**src/rtl/cpu_run_ctrl_if.sv**
```systemverilog
// Connection bundle between the run controller and the core/bench side.
// The master side (the controller) observes pc/instr/start and drives the status outputs.
interface cpu_run_ctrl_if #(
    parameter int unsigned PC_WIDTH    = 8,
    parameter int unsigned INSTR_WIDTH = 32,
    parameter int unsigned CNT_WIDTH   = 16
);
    logic                   start;
    logic [PC_WIDTH-1:0]    pc;
    logic [INSTR_WIDTH-1:0] instr;
    logic                   core_rst;
    logic                   running;
    logic                   done;
    logic                   pass;
    logic                   timeout;
    logic [CNT_WIDTH-1:0]   cycle_cnt;
    logic [PC_WIDTH-1:0]    halt_pc;

    modport master (
        input  start, pc, instr,
        output core_rst, running, done, pass, timeout, cycle_cnt, halt_pc
    );

    modport slave (
        output start, pc, instr,
        input  core_rst, running, done, pass, timeout, cycle_cnt, halt_pc
    );
endinterface

```
**src/rtl/cpu_run_ctrl.sv**
```systemverilog
// Run controller for the single-cycle core: sequences core reset, counts run cycles,
// detects halt (ebreak and/or pc self-loop) and reports done/pass/timeout.
module cpu_run_ctrl #(
    parameter int unsigned PC_WIDTH    = 8,
    parameter int unsigned INSTR_WIDTH = 32,
    parameter int unsigned CNT_WIDTH   = 16,
    parameter int unsigned RST_CYCLES  = 2,
    parameter int unsigned MAX_CYCLES  = 20,
    parameter int unsigned STALL_LIMIT = 4,
    parameter logic [31:0] HALT_INSTR  = 32'h00100073,
    parameter int unsigned HALT_MODE   = 2
) (
    input  logic           clk,
    input  logic           rst,
    cpu_run_ctrl_if.master bus
);

    localparam int unsigned RCW = (RST_CYCLES > 1) ? $clog2(RST_CYCLES) : 1;
    localparam int unsigned SCW = $clog2(STALL_LIMIT + 1);
    localparam logic [INSTR_WIDTH-1:0] HALT_MATCH = INSTR_WIDTH'(HALT_INSTR);

    typedef enum logic [1:0] {
        ST_IDLE,
        ST_RESET,
        ST_RUN,
        ST_DONE
    } state_e;

    state_e               state_q;
    logic [RCW-1:0]       rst_cnt_q;
    logic [CNT_WIDTH-1:0] cycle_cnt_q;
    logic [SCW-1:0]       same_cnt_q;
    logic [PC_WIDTH-1:0]  prev_pc_q;
    logic [PC_WIDTH-1:0]  halt_pc_q;
    logic                 core_rst_q;
    logic                 running_q;
    logic                 done_q;
    logic                 pass_q;
    logic                 timeout_q;

    logic                 pc_same;
    logic                 instr_hit;
    logic                 stall_hit;
    logic                 budget_hit;
    logic [SCW-1:0]       same_cnt_d;
    logic [CNT_WIDTH-1:0] cycle_cnt_d;

    // The first RUN cycle (cycle_cnt_q == 0) has no valid prev_pc to compare against.
    always_comb begin
        pc_same     = (cycle_cnt_q != '0) && (bus.pc == prev_pc_q);
        instr_hit   = (HALT_MODE != 1) && (bus.instr == HALT_MATCH);
        stall_hit   = (HALT_MODE != 0) && pc_same &&
                      (same_cnt_q == SCW'(STALL_LIMIT - 1));
        budget_hit  = (cycle_cnt_q == CNT_WIDTH'(MAX_CYCLES - 1));
        cycle_cnt_d = cycle_cnt_q + 1'b1;
        same_cnt_d  = '0;
        if (pc_same) begin
            same_cnt_d = (same_cnt_q == SCW'(STALL_LIMIT)) ? same_cnt_q : same_cnt_q + 1'b1;
        end
    end

    always_ff @(posedge clk or posedge rst) begin
        if (rst) begin
            state_q     <= ST_IDLE;
            rst_cnt_q   <= '0;
            cycle_cnt_q <= '0;
            same_cnt_q  <= '0;
            prev_pc_q   <= '0;
            halt_pc_q   <= '0;
            core_rst_q  <= 1'b1;
            running_q   <= 1'b0;
            done_q      <= 1'b0;
            pass_q      <= 1'b0;
            timeout_q   <= 1'b0;
        end else begin
            case (state_q)
                ST_IDLE: begin
                    if (bus.start) begin
                        state_q     <= ST_RESET;
                        rst_cnt_q   <= RCW'(RST_CYCLES - 1);
                        cycle_cnt_q <= '0;
                        same_cnt_q  <= '0;
                    end
                end
                ST_RESET: begin
                    if (rst_cnt_q == '0) begin
                        state_q    <= ST_RUN;
                        core_rst_q <= 1'b0;
                        running_q  <= 1'b1;
                    end else begin
                        rst_cnt_q <= rst_cnt_q - 1'b1;
                    end
                end
                ST_RUN: begin
                    cycle_cnt_q <= cycle_cnt_d;
                    prev_pc_q   <= bus.pc;
                    same_cnt_q  <= same_cnt_d;
                    // Halt is checked first so a halt on the last budget cycle still passes.
                    if (instr_hit || stall_hit) begin
                        state_q    <= ST_DONE;
                        done_q     <= 1'b1;
                        pass_q     <= 1'b1;
                        halt_pc_q  <= bus.pc;
                        core_rst_q <= 1'b1;
                        running_q  <= 1'b0;
                    end else if (budget_hit) begin
                        state_q    <= ST_DONE;
                        done_q     <= 1'b1;
                        timeout_q  <= 1'b1;
                        core_rst_q <= 1'b1;
                        running_q  <= 1'b0;
                    end
                end
                ST_DONE: begin
                    if (bus.start) begin
                        state_q     <= ST_RESET;
                        rst_cnt_q   <= RCW'(RST_CYCLES - 1);
                        cycle_cnt_q <= '0;
                        same_cnt_q  <= '0;
                        halt_pc_q   <= '0;
                        done_q      <= 1'b0;
                        pass_q      <= 1'b0;
                        timeout_q   <= 1'b0;
                    end
                end
                default: begin
                    state_q <= ST_IDLE;
                end
            endcase
        end
    end

    assign bus.core_rst  = core_rst_q;
    assign bus.running   = running_q;
    assign bus.done      = done_q;
    assign bus.pass      = pass_q;
    assign bus.timeout   = timeout_q;
    assign bus.cycle_cnt = cycle_cnt_q;
    assign bus.halt_pc   = halt_pc_q;

endmodule
```
**src/flat_wrapper.sv**
```systemverilog
// flat-port wrapper written by rule: the top's interface ports become plain ports
module cpu_run_ctrl_flat 
#(
    parameter int unsigned PC_WIDTH    = 8,
    parameter int unsigned INSTR_WIDTH = 32,
    parameter int unsigned CNT_WIDTH   = 16,
    parameter int unsigned RST_CYCLES  = 2,
    parameter int unsigned MAX_CYCLES  = 20,
    parameter int unsigned STALL_LIMIT = 4,
    parameter logic [31:0] HALT_INSTR  = 32'h00100073,
    parameter int unsigned HALT_MODE   = 2
)
  (clk, rst, bus_start, bus_pc, bus_instr, bus_core_rst, bus_running, bus_done, bus_pass, bus_timeout, bus_cycle_cnt, bus_halt_pc);
  cpu_run_ctrl_if #(.PC_WIDTH(PC_WIDTH), .INSTR_WIDTH(INSTR_WIDTH), .CNT_WIDTH(CNT_WIDTH)) bus_i ();
  input  logic clk;
  input  logic rst;
  input wire logic [$bits(bus_i.start)-1:0] bus_start;
  input wire logic [$bits(bus_i.pc)-1:0] bus_pc;
  input wire logic [$bits(bus_i.instr)-1:0] bus_instr;
  output wire logic [$bits(bus_i.core_rst)-1:0] bus_core_rst;
  output wire logic [$bits(bus_i.running)-1:0] bus_running;
  output wire logic [$bits(bus_i.done)-1:0] bus_done;
  output wire logic [$bits(bus_i.pass)-1:0] bus_pass;
  output wire logic [$bits(bus_i.timeout)-1:0] bus_timeout;
  output wire logic [$bits(bus_i.cycle_cnt)-1:0] bus_cycle_cnt;
  output wire logic [$bits(bus_i.halt_pc)-1:0] bus_halt_pc;
  assign bus_i.start = bus_start;
  assign bus_i.pc = bus_pc;
  assign bus_i.instr = bus_instr;
  assign bus_core_rst = bus_i.core_rst;
  assign bus_running = bus_i.running;
  assign bus_done = bus_i.done;
  assign bus_pass = bus_i.pass;
  assign bus_timeout = bus_i.timeout;
  assign bus_cycle_cnt = bus_i.cycle_cnt;
  assign bus_halt_pc = bus_i.halt_pc;
  cpu_run_ctrl #(.PC_WIDTH(PC_WIDTH), .INSTR_WIDTH(INSTR_WIDTH), .CNT_WIDTH(CNT_WIDTH), .RST_CYCLES(RST_CYCLES), .MAX_CYCLES(MAX_CYCLES), .STALL_LIMIT(STALL_LIMIT), .HALT_INSTR(HALT_INSTR), .HALT_MODE(HALT_MODE)) u_core (.clk(clk), .rst(rst), .bus(bus_i));
endmodule
```
**config.mk**
```make
export PLATFORM = sky130hd
export DESIGN_NAME = cpu_run_ctrl_flat
export DESIGN_NICKNAME = d
export VERILOG_FILES = /design/src/rtl/cpu_run_ctrl_if.sv /design/src/rtl/cpu_run_ctrl.sv /design/src/flat_wrapper.sv
export SDC_FILE = /design/constraint.sdc
export NUM_CORES = 1
export LEC_CHECK = 0
export ABC_CLOCK_PERIOD_IN_PS = 2100
export CAP_MARGIN = 0
export CORE_MARGIN = 4
export CORE_UTILIZATION = 43
export CTS_CLUSTER_SIZE = 25
export DETAILED_ROUTE_END_ITERATION = 12
export GPL_ROUTABILITY_DRIVEN = 1
export PLACE_DENSITY = 0.84
export SLEW_MARGIN = 5
export SYNTH_ARGS = -nofsm -noshare
export SYNTH_HDL_FRONTEND = slang
export SYNTH_SLANG_ARGS = --single-unit
```
**constraint.sdc**
```tcl
create_clock -name clk -period 2.1 [get_ports clk]
set_input_delay 0.21 -clock clk [delete_from_list [all_inputs] [get_ports clk]]
set_output_delay 0.21 -clock clk [all_outputs]
set_load 0.01 [all_outputs]
```
==> implementation parameters <==
Parameter                              Value

Floorplanning
  Die Footprint    between 0.006 and 0.007 sq mm
  Initial Util    0.445
  I/O pin total    72
  Cell row count    27
  Core outline area    0.00551 sq mm
  Overall die width    83.5 um
  DIE HEIGHT    ~84 um

Setup path
  Critical path required time    2270 ps
  Critical Path Sink Type    flop
  Capturing point of the worst reg2reg path    u_core.bus.cycle_cnt[7]
  Max FO, Critical Path    4
  Critical Path Start    u_core.state_q[0]
  Arrival time at the worst endpoint    2180 ps
  Reg-to-reg critical path startpoint    u_core.state_q[0]
  Setup Crit Path Kind    reg2reg
  Depth of the worst register-to-register path    7
  Category of the worst setup path launch point    flop
  Setup slack, reg-to-reg    90 ps

Clock network
  Worst-Skew Late Latency    290 ps
  CTS tree    done
  Number of sinks driven by the clock tree    43
  CTS Buf Count    5
  Buffers from clock root to sink, at most    2
  Clk slew on worst S/H paths    ~80 ps
  H-tree levels    2
  CTS Root Buffer Type    clkbuf_8
  Cts-stage hold buffer count    0

Detailed routing
  Routed via count divided by cell count    5.51
  Number of vias after detailed routing    2326
  Detail Route Antenna Nets    0
  Detailed Route WL    6590 um
  Post-DR wirelength/cell    15.6 um
  Drt first pass iters    4
  DRC violations left    0
  Iter 0 DRT Violations    112

Worst hold path
  HP Class    in2async

Placed design
  Hpwl dp    4990 um
  Total instance count after detailed placement    413
  Pre-CTS setup slack    -82.7 ps
  Buffers added on ports    between 70 and 80
  Final weighted congestion in routability-driven placement    0.815
  Instance area at placement    0.00340 sq mm

STA
  Period utilisation layout    0.955
  Time the final worst path needs with I/O delays and setup    2010 ps
  RSZ-0062 raised after global routing    true
  Final worst-path setup slack    about 95 ps
  Clk_skew    between 3 and 4 ps
  Final Hold Vio Count    0
  Post-route setup TNS    0 ps
  Max-slew headroom at the worst pin    0.645
  Total count of max-transition violations in the final report    0
  Worst-margin pin slew    533 ps
  Final hold slack    between 300 and 400 ps
  Number of failing setup endpoints in the final timing report    0
  Fmax achieved    499 MHz

Power
  Share of power burned in combinational logic    0.437
  Sw Share    0.354
  Leakage power of the design    1.51 nW
  Switching power of the nets    a little over 1 mW
  Total power per unit cell area    ~820 mW/mm^2
  Internal power    1.85 mW
  Worst vdd ir    0.000460 V
  Power after layout    2.87 mW
  Sequential fraction of design power    0.387
  Relative contribution of the clock network to total power    0.176

Logic synthesis
  Number of flip-flops and latches in the synthesized netlist    43
  Sequential share of the synthesized area    0.440
  Yosys warns    0
  Proportion of synthesized flip-flops having asynchronous set or reset    1.00
  Post-Syn Nets    305
  Post-synthesis average cell area    slightly below 10 sq um
  Netlist area before placement    about 0.0025 sq mm
  Prevailing post-synth register cell    dfrtp_1
  Number of flops mapped to enable cells by yosys    0
  Post-synthesis cell count    roughly 250
  Number of distinct library cells after synthesis    44

GRT
  Tot GR Track Use    0.196
  Number of global-route vias before repair    around 2500
  Initial antenna violation count    0
  Met2 Use GR    0.325
  Largest net degree at the start of global routing    44
  Total grt overflow    0
  Grt met1 use    0.250
  Layer with the highest usage after global routing    met2
  Met3 track demand over resource in global routing    0.0523
  Global-route wire length before repair    11500 um

Final layout
  Count of antenna diodes in the layout    0
  Post-route design area    0.00351 sq mm
  Fraction of layout instances using a drive strength above 1    0.143
  Utilization of the core after routing    0.637
  Number of fill cells    between 400 and 500
  Signed area change from the synthesized netlist to the final layout    43.0%
  Final std cells w/o fill    roughly 420
  Total number of nets in the final design    401

Run
  Total of max-cap violations    0

Status
  Result of the run    finished, final reports clean
==> worst max-delay path by stage <==
stage                     depth (start not counted)                 endpoint  slack [ps]
after floorplan                                   8  u_core.bus.cycle_cnt[7]          10
after global placement                            7       u_core.bus.timeout          20
after detailed placement                          7       u_core.bus.timeout         -80
after CTS                                         7  u_core.bus.cycle_cnt[7]          70
after global routing                              7  u_core.bus.cycle_cnt[7]         -10
final                                             7  u_core.bus.cycle_cnt[7]          90
==> synth_stat cells (2+ instances only) <==
library cell	number	area (sq um)
xnor2_1	10	87.6
nor2_1	7	26.3
nor4b_1	4	35.0
buf_2	3	15.0
inv_1	14	52.6
nor2b_1	3	18.8
o21ai_0	13	65.1
o211ai_1	3	22.5
clkbuf_1	5	18.8
nand2_1	35	131
nor3_1	12	60.1
nand4_1	9	56.3
a221o_1	8	80.1
nor4b_2	2	30.0
nand3_1	5	25.0
o31ai_1	6	45.0
ha_1	9	113
nand2b_1	3	18.8
mux2i_1	5	50.1
nor4bb_1	2	20.0
mux2_2	8	90.1
nor4_2	2	25.0
and4_1	2	17.5
and3_1	3	18.8
a22o_1	3	26.3
and2_1	8	50.1
dfrtp_1	42	1050
a21oi_1	8	40.0
nor4_1	4	25.0
==> critical path, cell delays in order (launching register included) <==
cell and delay (ps):
dfrtp_1 410, inv_1 90, ha_1 310, nor2b_1 190, nand4_1 220, or2_2 390, o211ai_1 170, o31ai_1 90
==> power groups by stage <==
stage / registers [mW] / clock network (mW) / logic, mW
after floorplan: 1.13 / 0 / 0.722
after global placement: 1.12 / 0 / 1.20
after detailed placement: 1.12 / 0 / 1.23
after CTS: 1.11 / 0.517 / 1.24
after global routing: 1.13 / 0.540 / 1.38
final: 1.11 / 0.506 / 1.25
==> cells by family (layout without fill, tap and decap cells) <==
kind of cell               after synthesis  in the layout  share of synthesized area
AOI/OAI and AO/OA                       47             47                      0.131
and+or+nand+nor                        108            108                      0.251
adders and majority gates                9              9                     0.0459
buffers and inverters                   23            120                     0.0398
muxes                                   13             13                     0.0572
DFF                                     43             43                      0.440
xor gates and xnor gates                10             10                     0.0357
==> metal layers <==
layer | vias to the layer above | share of wire
met3 | 11 | 0.075
met2 | 97 | 0.48
met5 | - | 0
met4 | 0 | 0.016
met1 | 1108 | 0.43
li1 | 1110 | -
==> flip-flops by register name, summed over array words and instances (netlist names) <==
signal / flops
u_core.same_cnt_q: 3
u_core.bus.timeout: 1
u_core.bus.running: 1
u_core.rst_cnt_q: 1
u_core.prev_pc_q: 8
u_core.bus.halt_pc: 8
u_core.bus.pass: 1
u_core.bus.done: 1
u_core.bus.cycle_cnt: 16
u_core.state_q: 2
u_core.bus.core_rst: 1
==> layout by cell type (no fill, tap or decap), types with 3 or more instances in the layout <==
cell type and instances:
mux2_2 8, clkdlybuf4s50_1 71, a221o_1 8, nor4b_1 3, a21oi_1 8, nor3_1 12, nor4_1 4, mux2i_1 5
a22o_1 3, o31ai_1 6, dfrtp_1 42, ha_1 9, nand3_1 5, and3_1 3, o211ai_1 3, inv_1 14
nand2b_1 3, nand4_1 9, and2_1 8, o21ai_0 13, nor2_1 7, buf_4 27, xnor2_1 10, nor2b_1 3
nand2_1 35, clkbuf_8 5
==> cell type report <==
type,instances,area [sq um],share of cell area
Clock inverter,1,5.00,0.00143
Sequential cell,43,1080,0.307
Multi-Input combinational cell,187,1290,0.368
Clock buffer,7,76.3,0.0218
Tap cell,72,90.1,0.0257
Inverter,14,52.6,0.0150
Timing Repair Buffer,98,913,0.261
==> what timing repair did <==
item,4_1_cts,5_1_grt
endpoints found under the hold margin,0,0
pin swaps,0,3
cloned,0,0
resized for setup,1,1
setup endpoints to repair,5,15
setup buffers,0,1
(Power assumes the default switching activity.)
